[src/rtl/serial_subtractor8.sv]
// Bit-serial unsigned subtractor: y = a - b - borrow_in, one bit per clock, LSB first.
// A single full-subtractor cell walks the operands; start/busy/done bracket each operation.
//
//   state  | meaning
//   -------+-----------------------------------------------------------
//   S_IDLE | waiting for start; y/borrow_out hold the last result
//   S_RUN  | one operand bit per edge; the last bit publishes y and pulses done
module serial_subtractor8 #(
  parameter int WIDTH = 8
) (
  input  logic             clk,
  input  logic             rst_n,
  input  logic             start,
  input  logic [WIDTH-1:0] a,
  input  logic [WIDTH-1:0] b,
  input  logic             borrow_in,
  output logic             busy,
  output logic             done,
  output logic [WIDTH-1:0] y,
  output logic             borrow_out
);

  localparam int CW = $clog2(WIDTH);
  localparam logic [CW-1:0] LAST_BIT = CW'(WIDTH - 1);

  localparam logic [0:0] S_IDLE = 1'b0;
  localparam logic [0:0] S_RUN  = 1'b1;

  logic [0:0]       state;
  logic [WIDTH-1:0] a_sh;
  logic [WIDTH-1:0] b_sh;
  logic [WIDTH-1:0] res;
  logic             br;
  logic [CW-1:0]    cnt;

  logic a_i;
  logic b_i;
  logic d_i;
  logic br_next;

  always_comb begin
    a_i     = a_sh[0];
    b_i     = b_sh[0];
    d_i     = a_i ^ b_i ^ br;
    br_next = (~a_i & b_i) | (~(a_i ^ b_i) & br);
  end

  assign busy = (state == S_RUN);

  always_ff @(posedge clk or negedge rst_n) begin
    if (!rst_n) begin
      state      <= S_IDLE;
      a_sh       <= '0;
      b_sh       <= '0;
      res        <= '0;
      br         <= 1'b0;
      cnt        <= '0;
      done       <= 1'b0;
      y          <= '0;
      borrow_out <= 1'b0;
    end else begin
      done <= 1'b0;
      case (state)
        S_IDLE: begin
          if (start) begin
            a_sh  <= a;
            b_sh  <= b;
            br    <= borrow_in;
            res   <= '0;
            cnt   <= '0;
            state <= S_RUN;
          end
        end
        S_RUN: begin
          // Operands shift down so the active bit is always at index 0.
          a_sh <= a_sh >> 1;
          b_sh <= b_sh >> 1;
          br   <= br_next;
          res  <= {d_i, res[WIDTH-1:1]};
          cnt  <= cnt + 1'b1;
          if (cnt == LAST_BIT) begin
            y          <= {d_i, res[WIDTH-1:1]};
            borrow_out <= br_next;
            done       <= 1'b1;
            cnt        <= '0;
            state      <= S_IDLE;
          end
        end
        default: state <= S_IDLE;
      endcase
    end
  end

endmodule

[config.mk]
export PLATFORM = sky130hd
export DESIGN_NAME = serial_subtractor8
export DESIGN_NICKNAME = d
export VERILOG_FILES = /design/src/rtl/serial_subtractor8.sv
export SDC_FILE = /design/constraint.sdc
export NUM_CORES = 1
export LEC_CHECK = 0
export BUFFER_PORTS_ARGS = -buffer_cell sky130_fd_sc_hd__buf_2
export CORE_MARGIN = 5
export CORE_UTILIZATION = 48
export DETAILED_ROUTE_END_ITERATION = 7
export PLACE_DENSITY_LB_ADDON = 0.12
export SYNTH_ARGS = -nofsm -noshare
export SYNTH_HDL_FRONTEND = slang
export SYNTH_SLANG_ARGS = --single-unit
[constraint.sdc]
create_clock -name clk -period 2 [get_ports clk]
set_input_delay 0.3 -clock clk [delete_from_list [all_inputs] [get_ports clk]]
set_output_delay 0.3 -clock clk [all_outputs]
set_load 0.01 [all_outputs]
==> results summary <==
The kind of start point of the critical path is a register. The synthesized net count is approximately 160. The net count of the finished layout is 192. CTS saw 38 sinks. The antenna diode count is 0.

The total via count after detailed routing came out at between 1000 and 1500. The critical path required time is 2.22 ns. The biggest area contributor in the post-synthesis netlist is sky130_fd_sc_hd__dfrtp_1. The first-pass GRT wire length is ~5.0 mm. After clock tree synthesis, the repair step resized 0 gates. The H-tree depth is 2.

In the final layout, the multi-input gates occupy 606 um2. The logic depth of the worst register-to-register path is 4. The peak fanout along the critical path is 10. The number of antenna violations at the first check in global routing came out at 0. The sum of met3 wire segment lengths after detailed routing is about 170 um. The highest cell delay on the worst timing path came out at a little over 0.4 ns. The first-pass iteration count of the detailed router came out at 4. For this design the ratio of total power to cell area is 1360 mW/mm2. The number of storage elements in the synthesis netlist is 38. The clock latency on the worst-skew pair is about 0.33 ns.

The class of the tightest hold or removal check is input pin to async pin. In the post-synthesis netlist, the cell with the most instances is sky130_fd_sc_hd__dfrtp_1. The flow ran to the end, and the final reports show no timing, DRC or antenna violations.

The average size of a mapped cell is around 12 um2. In this run the remaining antenna-violating nets after routing total 0. The hold-fix buffer count after cts came out at 0. The number of max-slew violations in the final report came out at 0. The number of buffers between clock root and the deepest sink came out at 2. The reported leakage power came out at 0.000959 uW.

For this run the aggregate overflow at the end of global routing stands at 0. The placed wire-length estimate after detailed placement is 1.98 mm. Once layout is complete, the utilization of the core stands at between 50% and 60%.

Sorting the synthesized cells by area gives the leading types as sky130_fd_sc_hd__dfrtp_1, sky130_fd_sc_hd__mux2i_1, sky130_fd_sc_hd__o21ai_0. The count of distinct cell types in the synthesized netlist is 18. The critical setup path kind is register to register.

Counting flops with an async set or reset pin after synthesis yields a share of between 90% and 100%. The total of max-cap violations came out at 0. STA classifies the critical path endpoint as a register.

For this block, the initial DRC count from the detailed router was 67. The signal on the critical path passes through ha_1 -> ha_1 -> nand2_2 -> mux2_2. The final-layout setup total negative slack came out at 0 ns. The normalized max-slew margin came out at 44.9%. The number of port buffers is 30. The top-level port count is 31. The buffer cell driving the clock tree root is sky130_fd_sc_hd__clkbuf_4. Among all flip-flop cells after synthesis, the most frequent one is sky130_fd_sc_hd__dfrtp_1. For this block, wires on met1 add up to ~1.2 mm. In the detailed route, the total length drawn on met2 is 1.39 mm. The post-synthesis to final-layout area growth came out at 14.1%. The routed design has 2.81 mm of wire. The finished cells cover approximately 0.0019 mm2.

The floorplan step defined a core boundary enclosing between 0.003 and 0.004 mm2. The buffer and inverter count on the worst path is 0. In this run the cell area measured after placement is 0.00180 mm2. The die is approximately 68 um wide. Among all stages on the critical path, the largest delay is contributed by sky130_fd_sc_hd__dfrtp_1. The post-route minimum period is approximately 1.5 ns. The worst hold margin came out at roughly 0.056 ns.

The clock input transition at the sequential cells of the worst setup and hold paths came out at 0.11 ns. The maximum frequency from static timing analysis came out at ~670 MHz. The final hold violation count is 0. The sequential fraction of the synthesis area is 58.4%.

The area of the die is roughly 0.0047 mm2. The top cell type by area accounts for ~58% of the synthesized area. Setup repair after global routing left no endpoint under its margin.

The final setup violation count came out at 0. The via count normalized by instance count is 4.89. For the pin with the worst max-slew slack, the measured transition is between 0.8 and 0.9 ns. The number of setup buffers added after CTS is 0. The startpoint identified for the worst register-to-register timing path is cnt[0]. The routability congestion estimate from global placement is 0.703. The number of global-route vias before repair is between 1000 and 1500. The y dimension of the die came out at 68.3 um. The final period utilization came out at roughly three quarters. The CTS buffer count is 5. The synthesized instance count came out at ~140.

The DRC violations left came out at 0. The maximum vdd drop is 0.588 mV. Among the stages of the critical path, the cell type that occurs most often is sky130_fd_sc_hd__ha_1. In this run the critical register-to-register path is captured at y[6]. The starting utilization of the core area came out at about half. Among cell families on the critical path, the largest total delay comes from flip-flops. The synthesized design contains 0 enable-type register cells. Entering global routing, the biggest net connects 39 pins.

The mapped cell area is roughly 0.0016 mm2. The final-layout fill cell count is roughly 310. The total number of placement rows is 21. TritonCTS built the clock tree. The area of all sequential standard cells is ~950 um2. The average routed wire per standard cell is 13.0 um. Data on the critical path arrives at its endpoint at between 1.5 and 2 ns. Cells with a size suffix above 1 make up between 20% and 30% of the layout. The minimum setup slack among reg-to-reg paths came out at 0.51 ns. After detailed routing, no signal wire sits above met4. The commonest cells after synthesis are sky130_fd_sc_hd__dfrtp_1, sky130_fd_sc_hd__nand2_1, sky130_fd_sc_hd__o21ai_0, sky130_fd_sc_hd__mux2i_1. The yosys synthesis warning count came out at 0. The post-route clock skew came out at between 0.003 and 0.004 ns. The combined global-route utilization of all metal layers is about 15%.
[final cells by class]
| type | count | area share, % |
|---|---|---|
| Inverter | 5 | 1.01 |
| Clock buffer | 7 | 2.96 |
| Sequential cell | 38 | 51.2 |
| Timing Repair Buffer | 32 | 8.89 |
| Tap cell | 46 | 3.10 |
| Multi-Input combinational cell | 87 | 32.6 |
| Clock inverter | 1 | 0.269 |
[sequential cells by signal, summed over array words and instances (netlist names)]
signal	count
a_sh	8
b_sh	8
y	8
res	7
cnt	3
borrow_out	1
br	1
busy	1
done	1
[cell usage in the layout, fill, tap and decap left out, types with 2 or more instances in the layout]
cell	instances
sky130_fd_sc_hd__a22o_1	3
sky130_fd_sc_hd__buf_2	30
sky130_fd_sc_hd__buf_4	2
sky130_fd_sc_hd__clkbuf_4	5
sky130_fd_sc_hd__dfrtp_1	38
sky130_fd_sc_hd__ha_1	2
sky130_fd_sc_hd__inv_1	5
sky130_fd_sc_hd__mux2_2	8
sky130_fd_sc_hd__mux2i_1	19
sky130_fd_sc_hd__nand2_1	20
sky130_fd_sc_hd__nand2b_1	8
sky130_fd_sc_hd__nor2_1	3
sky130_fd_sc_hd__o21ai_0	20
[worst max-delay path by stage]
stage / startpoint / to / slack [ns] / cells after the start
after global routing: cnt[0] / y[6] / 0.42 / 4
after CTS: cnt[0] / y[6] / 0.49 / 4
final: cnt[0] / y[6] / 0.51 / 4
after global placement: cnt[0] / y[7] / 0.55 / 4
after floorplan: cnt[0] / y[0] / 0.61 / 4
after detailed placement: cnt[0] / y[6] / 0.51 / 4
[routing by layer]
metal / vias up / GRT usage [%]
li1: 522 / -
met3: 4 / 4.27
met1: 504 / 17.4
met5: - / 0
met2: 26 / 24.8
met4: 0 / 7.44
[stage by stage]
| step | power [uW] | instances | worst slack [ns] |
|---|---|---|---|
| floorplan | 1880 | 138 | 0.611 |
| global placement | 2100 | 208 | 0.553 |
| detailed placement | 2160 | 208 | 0.514 |
| CTS | 2570 | 216 | 0.491 |
| global route | 2780 | 216 | 0.425 |
| finish | 2520 | 216 | 0.509 |
[power by group]
group	switching (uW)	leakage [uW]	internal, uW
registers	188	0.000487	1100
logic	425	0.000437	408
clock network	231	0.0000353	170
total	844	0.000959	1680
[cell families after synthesis]
group	Yosys count	synth area share [%]
AND/OR/NAND/NOR	32	8.76
buffers and inverters	13	4.45
multiplexers	27	17.2
adder cells (fa/ha/maj)	3	2.76
AO/OA/AOI/OAI	25	8.45
flip-flops	38	58.4
Power figures use the tool's default switching activity.
